<file path="src/rtl/unibus_pkg.sv">
// Shared definitions for the unified-bus burst memory: command encoding and controller states.
package unibus_pkg;

    localparam logic OP_WRITE = 1'b0;
    localparam logic OP_READ  = 1'b1;

    typedef enum logic [1:0] {
        IDLE,
        WDATA,
        RWAIT,
        RDATA
    } state_t;

endpackage

</file>
<file path="src/rtl/unibus_ram_core.sv">
// Single-port synchronous RAM with a one-cycle registered read (read-before-write on a shared address).
module unibus_ram_core #(
    parameter int DATA_W = 8,
    parameter int ADDR_W = 8
) (
    input  logic              CLK,
    input  logic              we,
    input  logic [ADDR_W-1:0] addr,
    input  logic [DATA_W-1:0] wdata,
    output logic [DATA_W-1:0] rdata
);

    logic [DATA_W-1:0] mem [2**ADDR_W];

    always_ff @(posedge CLK) begin
        if (we) begin
            mem[addr] <= wdata;
        end
        rdata <= mem[addr];
    end

endmodule

</file>
<file path="src/rtl/unibus_burst_memory.sv">
// Burst memory on a split unified bus: a command (op, start address, beat count) is followed by
// incrementing data beats with natural address wrap-around, then a one-cycle done pulse.
//
// state | meaning
// IDLE  | waiting for req; captures rw, addr and burst_len when it arrives
// WDATA | one write beat per cycle taken from bus_in
// RWAIT | read latency countdown; issues the first RAM read on its last cycle
// RDATA | one read beat per cycle on bus_out; issues the following RAM read
module unibus_burst_memory
    import unibus_pkg::*;
#(
    parameter int DATA_W   = 8,
    parameter int ADDR_W   = 8,
    parameter int LEN_W    = 4,
    parameter int READ_LAT = 2
) (
    input  logic              CLK,
    input  logic              RST,
    input  logic              req,
    input  logic              rw,
    input  logic [ADDR_W-1:0] addr,
    input  logic [LEN_W-1:0]  burst_len,
    input  logic [DATA_W-1:0] bus_in,
    output logic [DATA_W-1:0] bus_out,
    output logic              bus_oe,
    output logic              busy,
    output logic              done
);

    localparam int WAIT_W = (READ_LAT > 1) ? $clog2(READ_LAT) : 1;

    state_t            state, state_nxt;
    logic [ADDR_W-1:0] addr_q, addr_nxt;
    logic [LEN_W-1:0]  len_q, len_nxt;
    logic [LEN_W-1:0]  beat_q, beat_nxt;
    logic [WAIT_W-1:0] wait_q, wait_nxt;
    logic              rd_issue;
    logic              done_nxt;
    logic              wr_beat;
    logic              ram_we;
    logic              oe_q;
    logic              done_q;
    logic [DATA_W-1:0] ram_rdata;

    // A write beat coinciding with reset must not land; reset abandons the rest of the burst.
    assign ram_we = wr_beat & ~RST;

    unibus_ram_core #(
        .DATA_W (DATA_W),
        .ADDR_W (ADDR_W)
    ) u_ram (
        .CLK   (CLK),
        .we    (ram_we),
        .addr  (addr_q),
        .wdata (bus_in),
        .rdata (ram_rdata)
    );

    always_comb begin
        state_nxt = state;
        addr_nxt  = addr_q;
        len_nxt   = len_q;
        beat_nxt  = beat_q;
        wait_nxt  = wait_q;
        rd_issue  = 1'b0;
        done_nxt  = 1'b0;
        wr_beat   = 1'b0;
        case (state)
            IDLE: begin
                if (req) begin
                    addr_nxt  = addr;
                    len_nxt   = burst_len;
                    beat_nxt  = '0;
                    wait_nxt  = WAIT_W'(READ_LAT - 1);
                    state_nxt = (rw == OP_WRITE) ? WDATA : RWAIT;
                end
            end
            WDATA: begin
                wr_beat  = 1'b1;
                addr_nxt = addr_q + 1'b1;
                beat_nxt = beat_q + 1'b1;
                if (beat_q == len_q) begin
                    state_nxt = IDLE;
                    done_nxt  = 1'b1;
                end
            end
            RWAIT: begin
                // The RAM adds one more cycle, so the countdown covers READ_LAT-1 cycles.
                if (wait_q == '0) begin
                    rd_issue  = 1'b1;
                    addr_nxt  = addr_q + 1'b1;
                    state_nxt = RDATA;
                end else begin
                    wait_nxt = wait_q - 1'b1;
                end
            end
            RDATA: begin
                if (beat_q == len_q) begin
                    state_nxt = IDLE;
                    done_nxt  = 1'b1;
                end else begin
                    rd_issue = 1'b1;
                    addr_nxt = addr_q + 1'b1;
                    beat_nxt = beat_q + 1'b1;
                end
            end
            default: state_nxt = IDLE;
        endcase
    end

    always_ff @(posedge CLK) begin
        if (RST) begin
            state  <= IDLE;
            addr_q <= '0;
            len_q  <= '0;
            beat_q <= '0;
            wait_q <= '0;
            oe_q   <= 1'b0;
            done_q <= 1'b0;
        end else begin
            state  <= state_nxt;
            addr_q <= addr_nxt;
            len_q  <= len_nxt;
            beat_q <= beat_nxt;
            wait_q <= wait_nxt;
            oe_q   <= rd_issue;
            done_q <= done_nxt;
        end
    end

    assign bus_out = oe_q ? ram_rdata : '0;
    assign bus_oe  = oe_q;
    assign busy    = (state != IDLE);
    assign done    = done_q;

endmodule

</file>
<file path="config.mk">
export PLATFORM = sky130hd
export DESIGN_NAME = unibus_burst_memory
export DESIGN_NICKNAME = d
export VERILOG_FILES = /design/src/rtl/unibus_pkg.sv /design/src/rtl/unibus_ram_core.sv /design/src/rtl/unibus_burst_memory.sv
export SDC_FILE = /design/constraint.sdc
export NUM_CORES = 2
export LEC_CHECK = 0
export CAP_MARGIN = 20
export CORE_MARGIN = 1
export CORE_UTILIZATION = 40
export CTS_CLUSTER_SIZE = 20
export DETAILED_ROUTE_END_ITERATION = 10
export GPL_TIMING_DRIVEN = 1
export PLACE_DENSITY = 0.62
export REMOVE_ABC_BUFFERS = 1
export SYNTH_ARGS = -nofsm -noshare
export SYNTH_HDL_FRONTEND = slang
export SYNTH_SLANG_ARGS = --single-unit
</file>
<file path="constraint.sdc">
create_clock -name CLK -period 3.9 [get_ports CLK]
set_input_delay 0.975 -clock CLK [delete_from_list [all_inputs] [get_ports CLK]]
set_output_delay 0.975 -clock CLK [all_outputs]
set_load 0.02 [all_outputs]
</file>
==> reports/qor.yml <==
run_status:
  status: "completed"
critical_path:
  rr_startpoint: "addr_q[0]"
  worst_ep_required_time_ns: 4.63
  worstSetupStartpoint: "addr_q[0]"
  path_class: "reg2reg"
  critPathMaxFanout: 21
  start_kind: "register"
  reg2reg_depth: 9
  reg2reg_slack_ns: 0.12
  crit_arrival_ns: 4.51
  reg2reg_to: "u_ram.rdata[0]"
  cp-end-kind: "register"
sta:
  max-slew-margin-rel_pct: 32.4
  worst_pin_slew_ns: 1.01
  setup_tns_ns: 0
  fmax_mhz: 265
  timing.hold.ws_ns: 0.515
  period_share_pct: 96.9
  maxSlewViolCount: 0
  period_needed_ns: 3.78
  fin_skew_ns: 0.0580
  finalHoldViolations: 0
  finalSetupViolations: 0
  rsz0062_at_grt: "no"
hold_path:
  hold_start: "len_q[0]"
  hold_class: "reg2reg"
  min_to: "len_q[0]"
  min_path_cells: 2
floorplanning:
  die_h_um: 448
  dieArea_sq_um: 201000
  initial_core_util_pct: 40.3
  io_pins: 35
  die_w_um: 448
  rows: 163
  core_region_area_sq_um: 197000
route:
  vias: 39700
  drc: 0
  vias_per_cell: 5.67
  routedWlPerCell_um: 28.1
  drt_first_iter_violations: 4515
  first_pass_iters: 6
  drtAntennaViolNets: 0
  drt_wl_total_um: 197000
pwr:
  p_leak_nw: 29.0
  p_per_area_nw_per_um2: 540
  max-vdd-ir-drop_uv: 465
synth:
  synth_top_area_cell: "edfxtp_1"
  yosys.area_share.simple_pct: 2.21
  syn_inst: 3680
  synth-main-ff-cell: "edfxtp_1"
  synth_mux_area_share_pct: 14.6
  ys.warnings.count: 0
  synth_area_leaders: "edfxtp_1 (77%), mux4_2 (15%), a22oi_1 (2.4%)"
  synth_compound_area_share_pct: 3.59
  synth_seq_area_share_pct: 78.1
  synth_fa_ha_area_share_pct: 0.0787
  synth_edf_count: 2048
  avgSynthCellArea_sq_um: 21.6
  syn_area_sq_um: 79500
  synth-async-reset-ratio_pct: 0
  yosysTopAreaCellShare_pct: 77.3
  synth-seq-cells: 2077
  synth_top_family_by_area: "multiplexers"
  synth_xor_area_share_pct: 0.0661
  synth_cell_type_count: 37
layout:
  antenna-diode-count: 0
  area_growth_pct: 17.4
  layout_common_cells: "edfxtp_1 (2,048), mux4_2 (512), buf_4 (433), nor2_1 (268), a22oi_1 (257)"
  drive_gt1_share_pct: 30.8
  final_common_cell: "edfxtp_1"
  final_nets: 4200
grt:
  gr-total-overflow: 0
  grt_pass1_wl_um: 283000
  grt_usage_pct: 19.7
  grt_max_degree: 123
  grt_pass1_vias: 39700
  antenna_found_initial: 3
clock_network:
  cts.sinks: 2077
  clkTransAtPathRegs_ns: 0.07
  clock_latency_ns: 0.88
  cts_tree: "built"
  cts_root_buffer: "clkbuf_16"
  cts.path.max_buffers: 3
  cts_buffers: 206
  cts_hold_buf: 0
  htreeDepth: 4
placed_design:
  hpwl_um: 121000
  gp_congestion: 0.835
  place.port_buffers: 34
job:
  drv_cap: 0
layer usage:
| metal | vias to the layer above | track usage [%] | share of wire [%] |
|---|---|---|---|
| met3 | 291 | 2.97 | 7.2 |
| met2 | 1703 | 30.9 | 48 |
| met4 | 0 | 6.43 | 3.1 |
| met5 | - | 0 | 0 |
| li1 | 16500 | - | - |
| met1 | 21200 | 28.2 | 42 |
worst max-delay path, stage by stage (launching register included):
cell	delay [ns]
dfxtp_4	0.48
buf_12	0.19
buf_4	0.42
mux4_2	0.61
a22oi_1	0.32
a21oi_1	0.19
nor4_1	0.78
buf_4	0.22
o22ai_1	0.12
or2_1	0.28
layout make-up:
cell class,count,area (sq um)
Sequential cell,2077,62100
Timing Repair Buffer,516,4610
Fill cell,16200,104000
Tap cell,2640,3300
Clock buffer,244,5350
Clock inverter,144,1580
Multi-Input combinational cell,1365,16400
Inverter,5,18.8
worst max path at each step:
stage	end	slack [ns]	cells after the start
after global routing	u_ram.rdata[0]	0.07	9
after global placement	u_ram.rdata[0]	0.04	9
final	u_ram.rdata[0]	0.12	9
after CTS	u_ram.rdata[0]	0.01	9
after detailed placement	u_ram.rdata[0]	0.03	9
after floorplan	u_ram.mem[108][0]	-19.82	5
cells by family (layout without fill, tap and decap cells):
family	after synthesis	in the layout
DFF	2077	2077
buffers and inverters	238	909
xor gates and xnor gates	6	6
AOI/OAI and AO/OA	428	428
and+or+nand+nor	407	407
adders and majority gates	5	5
muxes	519	519
state kept, by name, summed over array words and instances, names as in the netlist:
signal,count
bus_oe,1
addr_q,8
wait_q,1
len_q,4
state,2
done,1
beat_q,4
u_ram.mem,2048
u_ram.rdata,8
power by group:
| part | internal [mW] | switching [mW] | leakage (nW) |
|---|---|---|---|
| clock | 11.5 | 8.53 | 3.37 |
| sequential | 24.6 | 0.110 | 18.6 |
| combinational | 2.32 | 3.36 | 7.01 |
metrics by stage:
stage | util [%] | instance area, sq um | power, mW | worst slack [ns] | instances
after CTS | 47.3 | 93400 | 50.8 | 0.0144 | 6991
after floorplan | - | 78400 | 30.1 | -19.82 | 3447
after detailed placement | 43.8 | 86400 | 30.9 | 0.0281 | 6603
after global placement | 43.8 | 86400 | 30.8 | 0.0371 | 6603
final | 47.3 | 93400 | 50.4 | 0.119 | 6991
after global routing | 47.3 | 93400 | 51.8 | 0.0670 | 6991
synth_stat cells, types with 2 or more instances:
| cell | n |
|---|---|
| a211oi_1 | 5 |
| a21bo_2 | 2 |
| a21oi_1 | 136 |
| a221oi_1 | 2 |
| a22oi_1 | 257 |
| a311oi_1 | 3 |
| and2_1 | 14 |
| buf_1 | 22 |
| buf_2 | 37 |
| buf_4 | 5 |
| buf_6 | 19 |
| clkbuf_1 | 150 |
| dfxtp_1 | 29 |
| edfxtp_1 | 2048 |
| ha_1 | 5 |
| inv_1 | 5 |
| mux2i_1 | 6 |
| mux4_2 | 512 |
| nand2_1 | 40 |
| nand2b_1 | 7 |
| nand3_1 | 13 |
| nand4_1 | 3 |
| nor2_1 | 269 |
| nor2b_1 | 8 |
| nor3_1 | 6 |
| nor4_1 | 32 |
| o211ai_1 | 2 |
| o21ai_0 | 3 |
| o22ai_1 | 18 |
| or2_1 | 8 |
| or2_2 | 3 |
| xor2_1 | 6 |
what timing repair did:
action | 4_1_cts | 5_1_grt
resized for setup | 0 | 2
setup buffers | 0 | 0
endpoints found under the setup margin | 0 | 2
Note: power is estimated with default switching activity, not from simulation.
